[src/rtl/bram_arb_pkg.sv]
// Shared types and constants for the two-requester BRAM port arbiter.
package bram_arb_pkg;

    typedef logic [0:0] state_t;

    localparam state_t IDLE  = 1'b0;
    localparam state_t BURST = 1'b1;

    localparam logic [31:0] ADDR_STEP = 32'd4;
    localparam int          LEN_W     = 4;
    localparam int          MAX_BURST = 16;

endpackage

[src/rtl/bram_rr_arb.sv]
// Two-way round-robin picker; the pointer moves past whoever was granted on advance.
module bram_rr_arb (
    input  logic       clk,
    input  logic       rst,
    input  logic [1:0] req,
    input  logic       advance,
    output logic [1:0] grant
);

    // prio=0: requester 0 wins a tie, prio=1: requester 1 wins
    logic prio;

    always_comb begin
        grant = req;
        if (req == 2'b11)
            grant = prio ? 2'b10 : 2'b01;
    end

    always_ff @(posedge clk) begin
        if (rst)
            prio <= 1'b0;
        else if (advance && (grant != 2'b00))
            prio <= grant[0];
    end

endmodule

[src/rtl/bram_port_arb.sv]
// Burst arbiter sharing one BRAM port between two requesters, with read-data routing.
module bram_port_arb
    import bram_arb_pkg::*;
#(
    parameter int RD_LAT = 1
) (
    input  logic             clk,
    input  logic             rst,
    input  logic             req0_valid,
    input  logic [3:0]       req0_we,
    input  logic [31:0]      req0_addr,
    input  logic [LEN_W-1:0] req0_len,
    input  logic [31:0]      req0_wdata,
    output logic             req0_gnt,
    output logic             req0_beat,
    output logic             req0_rvalid,
    output logic [31:0]      req0_rdata,
    input  logic             req1_valid,
    input  logic [3:0]       req1_we,
    input  logic [31:0]      req1_addr,
    input  logic [LEN_W-1:0] req1_len,
    input  logic [31:0]      req1_wdata,
    output logic             req1_gnt,
    output logic             req1_beat,
    output logic             req1_rvalid,
    output logic [31:0]      req1_rdata,
    output logic             ram_clk,
    output logic             ram_rst,
    output logic             ram_en,
    output logic [3:0]       ram_we,
    output logic [31:0]      ram_addr,
    output logic [31:0]      ram_wr_data,
    input  logic [31:0]      ram_rd_data
);

    state_t           state;
    logic [LEN_W-1:0] cnt;
    logic             owner;
    logic [3:0]       cap_we;
    logic [1:0]       grant;
    logic             idle;
    logic             sel;
    logic [3:0]       sel_we;
    logic [31:0]      sel_addr;
    logic [LEN_W-1:0] sel_len;
    logic             beat_owner;
    logic             beat_act;
    logic [31:0]      beat_wdata;
    logic             rd_issue;
    logic [RD_LAT-1:0] vld_pipe;
    logic [RD_LAT-1:0] own_pipe;

    assign idle = (state == IDLE);

    bram_rr_arb u_arb (
        .clk     (clk),
        .rst     (rst),
        .req     ({req1_valid, req0_valid}),
        .advance (idle),
        .grant   (grant)
    );

    assign sel      = grant[1];
    assign sel_we   = sel ? req1_we   : req0_we;
    assign sel_addr = (sel ? req1_addr : req0_addr) & ~32'h3;
    assign sel_len  = sel ? req1_len  : req0_len;

    // The first beat is issued in the grant cycle itself, the rest from BURST.
    assign beat_owner = idle ? sel : owner;
    assign beat_act   = !rst && (idle ? (grant != 2'b00) : (cnt != '0));
    assign beat_wdata = beat_owner ? req1_wdata : req0_wdata;

    assign req0_gnt  = !rst && idle && grant[0];
    assign req1_gnt  = !rst && idle && grant[1];
    assign req0_beat = beat_act && !beat_owner;
    assign req1_beat = beat_act &&  beat_owner;

    always_ff @(posedge clk) begin
        if (rst) begin
            state       <= IDLE;
            cnt         <= '0;
            owner       <= 1'b0;
            cap_we      <= 4'h0;
            ram_en      <= 1'b0;
            ram_we      <= 4'h0;
            ram_addr    <= 32'h0;
            ram_wr_data <= 32'h0;
        end else if (idle) begin
            if (grant != 2'b00) begin
                state       <= BURST;
                owner       <= sel;
                cap_we      <= sel_we;
                cnt         <= sel_len;
                ram_en      <= 1'b1;
                ram_we      <= sel_we;
                ram_addr    <= sel_addr;
                ram_wr_data <= beat_wdata;
            end else begin
                ram_en <= 1'b0;
                ram_we <= 4'h0;
            end
        end else if (cnt != '0) begin
            cnt         <= cnt - 1'b1;
            ram_en      <= 1'b1;
            ram_we      <= cap_we;
            ram_addr    <= ram_addr + ADDR_STEP;
            ram_wr_data <= beat_wdata;
        end else begin
            // Last beat is on the port now; this cycle leaves the mandatory idle gap.
            state  <= IDLE;
            ram_en <= 1'b0;
            ram_we <= 4'h0;
        end
    end

    // owner stays valid through the final ram_en cycle, so it tags reads directly.
    assign rd_issue = ram_en && (ram_we == 4'h0);

    always_ff @(posedge clk) begin
        if (rst) begin
            vld_pipe <= '0;
            own_pipe <= '0;
        end else begin
            vld_pipe <= RD_LAT'({vld_pipe, rd_issue});
            own_pipe <= RD_LAT'({own_pipe, owner});
        end
    end

    assign req0_rvalid = !rst && vld_pipe[RD_LAT-1] && !own_pipe[RD_LAT-1];
    assign req1_rvalid = !rst && vld_pipe[RD_LAT-1] &&  own_pipe[RD_LAT-1];
    assign req0_rdata  = ram_rd_data;
    assign req1_rdata  = ram_rd_data;

    assign ram_clk = clk;
    assign ram_rst = 1'b0;

endmodule

[config.mk]
export PLATFORM = sky130hd
export DESIGN_NAME = bram_port_arb
export DESIGN_NICKNAME = d
export VERILOG_FILES = /design/src/rtl/bram_arb_pkg.sv /design/src/rtl/bram_rr_arb.sv /design/src/rtl/bram_port_arb.sv
export SDC_FILE = /design/constraint.sdc
export NUM_CORES = 1
export LEC_CHECK = 0
export CAP_MARGIN = 20
export CELL_PAD_IN_SITES_DETAIL_PLACEMENT = 0
export CELL_PAD_IN_SITES_GLOBAL_PLACEMENT = 1
export CORE_ASPECT_RATIO = 1.25
export CORE_MARGIN = 4
export CORE_UTILIZATION = 27
export DETAILED_ROUTE_END_ITERATION = 7
export PLACE_DENSITY_LB_ADDON = 0.1
export SLEW_MARGIN = 25
export SYNTH_ARGS = -nofsm -noshare
export SYNTH_HDL_FRONTEND = slang
export SYNTH_SLANG_ARGS = --single-unit
[constraint.sdc]
create_clock -name clk -period 6.41 [get_ports clk]
set_input_delay 1.923 -clock clk [delete_from_list [all_inputs] [get_ports clk]]
set_output_delay 1.923 -clock clk [all_outputs]
set_load 0.01 [all_outputs]
==> flow_summary_export.csv, run 1 <==
group,metric,value,unit
outcome,status,"finished, final reports clean",
global_route,grt_overflow,0,
synth,synth_warnings,0,
timing,hold_viol,0,
timing,holdWs,428.3,ps
power_and_ir_drop,powerDensity,261.4,mW/mm2
routing,postRouteAntennaNets,0,
clocking,cts.hold.buffers_added,0,
finish,layout.nets,893,
setup_path,crit_fanout,10,
routing,dr.first_iter.drc_count,303,
synth,synth.avg_cell_area,8.295,um2
floorplan,initial_core_util,27.36,%
place,gp_congestion,0.8248,
setup_path,worstSetupEndpointType,"output port",
synth,yosys.cell_types.count,53,
floorplan,ios,321,
synth,yosysSeqAreaShare,33.16,%
setup_path,start_kind,"input pin",
setup_path,cpMostUsedCell,"clkdlybuf4s50_1",
clocking,clock_latency,460,ps
synth,syn_inst,575,
setup_path,critPathArrivalTime,3930,ps
hold_path,min_path_type,"reg2reg",
finish,final_common_cell,"clkdlybuf4s50_1",
place,port_buffers,217,
setup_path,worstPathBufferInverterCount,2,
synth,ys_ff_latch,79,
setup_path,cp_slowest_stage_delay,560,ps
routing,route.detailed.drc,0,
floorplan,dieArea,0.01987,mm2
power_and_ir_drop,peakVddDrop,0.1311,mV
routing,route.vias.total,4782,
timing,fmax,0.1707,GHz
synth,synthArstFlopShare,0,%
setup_path,critPathSlowestCell,"clkdlybuf4s50_1",
synth,yosys_most_used_dff,"dfxtp_1",
setup_path,crit_family,"buffers and inverters",
global_route,track_usage,17.14,%
timing,finalSetupViolCount,0,
job,cap_violations,0,
routing,wl,17540,um
synth,synth_area,0.004770,mm2
finish,mostFrequentLayoutCells,"216 x clkdlybuf4s50_1, 78 x dfxtp_1, 37 x nand2_1, 36 x a21o_1, 32 x a22o_1",
global_route,grt_start_max_net_pins,72,
clocking,cts_tree,"yes",
setup_path,worstPathCellList,"clkdlybuf4s50_1 -> nand2b_1 -> nand2_1 -> o21ai_0 -> and2_1 -> clkdlybuf4s50_1",
floorplan,coreArea,0.01743,mm2
setup_path,worst_ep_required_time,4490,ps
routing,dr.pass1.iters,4,
setup_path,path_class,"in2out",
global_route,grt_antenna_before_repair,0,
timing,skew,5.948,ps
timing,rsz0062_at_grt,"false",
clocking,path_clk_slew,60,ps
floorplan,die_h,156.6,um
routing,via_per_inst,5.093,
timing,period_share,91.37,%
clocking,post_cts_buffers,0,
timing,slew_headroom,48.33,%
place,dp_hpwl,12890,um
finish,area_delta_synth_final,47.61,%
floorplan,dieWidth,126.9,um
power_and_ir_drop,cellLeakagePower,0.002714,uW
clocking,cts_resized,0,
global_route,grt_pass1_vias,4954,
finish,n_antenna_cell,0,
setup_path,reg2reg_slack,3740,ps
finish,drive_above_1_share,8.531,%
timing,maxSlewViolCount,0,
routing,post_drt_wl_per_cell,18.68,um
timing,final.min_clock_period,5857,ps
floorplan,core.rowCount,54,
timing,worst_pin_slew,774.2,ps
global_route,grt_first_pass_wirelength,26500,um
synth,synth-edff-count,0,
timing,finalSetupTns,0,ps
-- flip-flops by register name (all words and copies together) (netlist names) --
register / cells
cap_we: 4
cnt: 4
own_pipe: 1
owner: 1
ram_addr: 30
ram_we: 4
ram_wr_data: 32
state: 1
u_arb.prio: 1
vld_pipe: 1
-- where the power goes --
group	total, uW	leakage, uW	switching (uW)	internal (uW)
clock	623	0.000174	235	388
sequential	640	0.000654	73.8	566
combinational	578	0.00189	263	314
-- worst paths after layout --
path	from	endpoint	cells past startpoint
worst min-delay path	ram_we[1]	vld_pipe	1
worst max-delay path	req0_valid	req1_beat	6
worst min register to register	ram_we[1]	vld_pipe	1
worst max register to register	ram_addr[7]	ram_addr[31]	5
-- through the flow --
stage / util [%] / setup slack [ps] / cell area [um2] / cells / total power (uW)
after floorplan: - / 1163 / 4777 / 577 / 963.0
after global placement: 38.19 / 590.8 / 6656 / 920 / 1239
after detailed placement: 38.19 / 560.9 / 6656 / 920 / 1246
after CTS: 40.27 / 545.6 / 7019 / 938 / 1867
after global routing: 40.39 / 356.3 / 7041 / 939 / 1943
final: 40.39 / 553.2 / 7041 / 939 / 1840
-- synthesized netlist by cell type, types with 2 or more instances --
cell	n	area, um2
a22oi_1	12	90.09
a21o_1	37	277.8
or2_2	4	25.02
o22ai_1	4	25.02
ha_1	2	25.02
nor3_1	15	75.07
nand2b_1	7	43.79
nor2b_1	3	18.77
inv_1	10	37.54
a221oi_1	4	35.03
buf_1	3	11.26
nand3_1	18	90.09
a211oi_1	8	60.06
nor4_1	2	12.51
nand2_1	37	138.9
a22o_1	32	280.3
nor2_1	21	78.83
and3_1	3	18.77
and2_1	8	50.05
and4_1	4	35.03
o21ai_0	29	145.1
o2bb2ai_1	2	17.52
o21a_1	2	15.01
buf_4	68	510.5
or4_1	12	90.09
or3_1	6	37.54
mux2i_1	9	90.09
dfxtp_1	79	1582
clkbuf_1	37	138.9
a31oi_1	11	68.82
a21oi_1	28	140.1
nor3b_1	4	30.03
o211ai_1	12	90.09
nand4_1	7	43.79
mux2_2	17	191.4
-- routing by layer --
| metal | track usage (%) | wire length, um |
|---|---|---|
| met4 | 8.329 | 421 |
| met5 | 0 | 0 |
| met1 | 18.11 | 6766 |
| met3 | 6.350 | 1551 |
| met2 | 30.07 | 8799 |
-- cells by family after synthesis --
| logic type | after synthesis | share of synthesized area, % |
|---|---|---|
| multiplexers | 26 | 5.902 |
| AO/OA/AOI/OAI | 191 | 27.94 |
| flip-flops | 79 | 33.16 |
| buffers and inverters | 120 | 14.98 |
| other | 1 | 0.07862 |
| adder cells (fa/ha/maj) | 2 | 0.5246 |
| AND/OR/NAND/NOR | 155 | 17.24 |
| XOR/XNOR | 1 | 0.1837 |
-- worst reg2reg max path, cell delays in order, from the launching register on --
cell     delay [ps]
dfxtp_1         450
nand2_1         160
or4_1           720
or3_1           570
or4b_1          550
a31oi_1         160
-- area by class of cell --
cell class              count  area [um2]
fillers                  1770       10390
multi-input cells         378        2500
repair buffers            229        2267
flip-flops and latches     79        1583
clock buffers              13       310.3
well taps                 224       280.3
clock inverters             6       62.56
inverters                  10       37.54
Power figures use the tool's default switching activity.
==> run 2: changes to the inputs <==
--- a/config.mk
+++ b/config.mk
@@ -11,9 +11,11 @@
 export CORE_ASPECT_RATIO = 1.25
 export CORE_MARGIN = 4
 export CORE_UTILIZATION = 27
+export CTS_CLUSTER_DIAMETER = 40
 export DETAILED_ROUTE_END_ITERATION = 7
 export PLACE_DENSITY_LB_ADDON = 0.1
-export SLEW_MARGIN = 25
+export SKIP_LAST_GASP = 1
+export SLEW_MARGIN = 10
 export SYNTH_ARGS = -nofsm -noshare
 export SYNTH_HDL_FRONTEND = slang
 export SYNTH_SLANG_ARGS = --single-unit
==> run 2 against run 1 <==
Clock skew is essentially flat; final cell count shrank 0.11%; non-clock buffer count fell by 1; highest routed layer unchanged.
==> flow_summary_export.csv, run 2 (synthesized netlist as in run 1, its figures left out) <==
group,metric,value,unit
outcome,status,"finished, final reports clean",
timing,hold_viol,0,
global_route,grt_pass1_vias,4954,
floorplan,ios,321,
timing,finalSetupTns,0,ps
finish,fillers,1773,
global_route,grt_overflow,0,
setup_path,r2r_start,"ram_addr[7]",
clocking,path_clk_slew,60,ps
floorplan,dieWidth,126.9,um
setup_path,path_class,"clk2out",
power_and_ir_drop,p_sw,570.4,uW
power_and_ir_drop,p_sw_share,31.05,%
setup_path,crit_family,"buffers and inverters",
timing,final.min_clock_period,5841,ps
routing,route.vias.total,4785,
place,port_buffers,217,
floorplan,die_h,156.6,um
setup_path,cp_slowest_stage_delay,470,ps
floorplan,dieArea,0.01987,mm2
place,gp_congestion,0.8248,
routing,dr.first_iter.drc_count,311,
finish,fin_util,40.27,%
clocking,cts_resized,0,
setup_path,worstSetupEndpointType,"output port",
finish,final_common_cell,"clkdlybuf4s50_1",
power_and_ir_drop,sequentialPowerShare,34.8,%
finish,area_delta_synth_final,47.17,%
clocking,cts_tree,"yes",
setup_path,critPathSlowestCell,"clkdlybuf4s50_1",
routing,via_per_inst,5.101,
timing,maxSlewViolCount,0,
setup_path,worstPathCellList,"clkbuf_16 -> clkbuf_16 -> clkdlybuf4s50_1",
setup_path,worst_ep_required_time,4490,ps
power_and_ir_drop,pwr-share-clk,33.9,%
timing,worst_pin_slew,1051,ps
job,cap_violations,0,
clocking,cts.hold.buffers_added,0,
setup_path,start_kind,"clock port",
setup_path,cpMostUsedCell,"clkbuf_16",
global_route,track_usage,17.14,%
setup_path,crit_fanout,2,
power_and_ir_drop,peakVddDrop,0.1311,mV
timing,skew,5.973,ps
timing,rsz0062_at_grt,"false",
routing,dr.pass1.iters,4,
finish,largest_reg_flops,32,
setup_path,startpoint,"clk",
global_route,grt_antenna_before_repair,0,
timing,slew_headroom,29.95,%
power_and_ir_drop,cellLeakagePower,0.002707,uW
floorplan,coreArea,0.01743,mm2
finish,drive_above_1_share,8.263,%
floorplan,core.rowCount,54,
finish,top_register,"ram_wr_data",
clocking,post_cts_buffers,0,
routing,postRouteAntennaNets,0,
floorplan,initial_core_util,27.36,%
clocking,clock_latency,450,ps
place,dp_hpwl,12890,um
finish,n_antenna_cell,0,
routing,wl,17550,um
global_route,grt_start_max_net_pins,72,
finish,mostFrequentLayoutCells,"216 x clkdlybuf4s50_1, 78 x dfxtp_1, 37 x nand2_1, 37 x a21o_1, 32 x a22o_1",
routing,route.detailed.drc,0,
routing,post_drt_wl_per_cell,18.71,um
power_and_ir_drop,power.internal,1267,uW
global_route,grt_first_pass_wirelength,26500,um
finish,layout.nets,892,
power_and_ir_drop,powerDensity,261.7,mW/mm2
setup_path,worstPathBufferInverterCount,3,
hold_path,hold_start,"ram_we[1]",
setup_path,critPathArrivalTime,3920,ps
timing,finalSetupViolCount,0,
timing,fmax,0.1714,GHz
hold_path,min_path_type,"reg2reg",
timing,period_share,91.12,%
finish,largestRegisters,"ram_wr_data x32, ram_addr x30",
power_and_ir_drop,combPwrFrac,31.3,%
-- run 2: power by group through the flow --
stage          logic (uW)  registers (uW)  clock network (uW)
6_report              575             640                 623
5_1_grt               627             651                 664
4_1_cts               584             640                 643
3_5_place_dp          581             650                15.9
3_3_place_gp          576             647                15.9
2_1_floorplan         291             659                12.9
-- run 2: worst paths after layout --
kind                                endpoint  slack (ps)  cells after the start
worst min-delay path                vld_pipe         430                      1
worst max register to register  ram_addr[31]        3740                      5
worst min register to register      vld_pipe         430                      1
worst max-delay path                 ram_clk         570                      3
-- run 2: worst reg2reg max path, cell delays in order, from the launching register on --
cell     delay [ps]
dfxtp_1         450
nand2_1         160
or4_1           720
or3_1           560
or4b_1          550
a31oi_1         160
-- run 2: layer usage --
metal  GRT usage [%]  vias up  part of all wire, %
li1                -     2315                    -
met5               0        -                    0
met2           30.07      194                   50
met1           18.11     2234                   38
met3           6.350       42                  9.2
met4           8.329        0                  2.3
-- run 2: layout make-up --
| type | instances | area [um2] | area share [%] |
|---|---|---|---|
| multi-input cells | 378 | 2499 | 35.60 |
| repair buffers | 228 | 2247 | 32.01 |
| flip-flops and latches | 79 | 1583 | 22.55 |
| clock buffers | 13 | 310.3 | 4.421 |
| well taps | 224 | 280.3 | 3.993 |
| clock inverters | 6 | 62.56 | 0.8913 |
| inverters | 10 | 37.54 | 0.5348 |
-- run 2: stage by stage --
stage               cell area [um2]  instances  worst slack, ps  power (uW)  hold slack, ps
floorplan                      4777        577             1163       963.0           458.0
global placement               6656        920            590.8        1239           422.1
detailed placement             6656        920            560.9        1246           420.7
CTS                            7019        938            545.6        1867           431.5
global route                   7019        938            356.3        1941           443.0
finish                         7019        938            569.1        1837           427.8
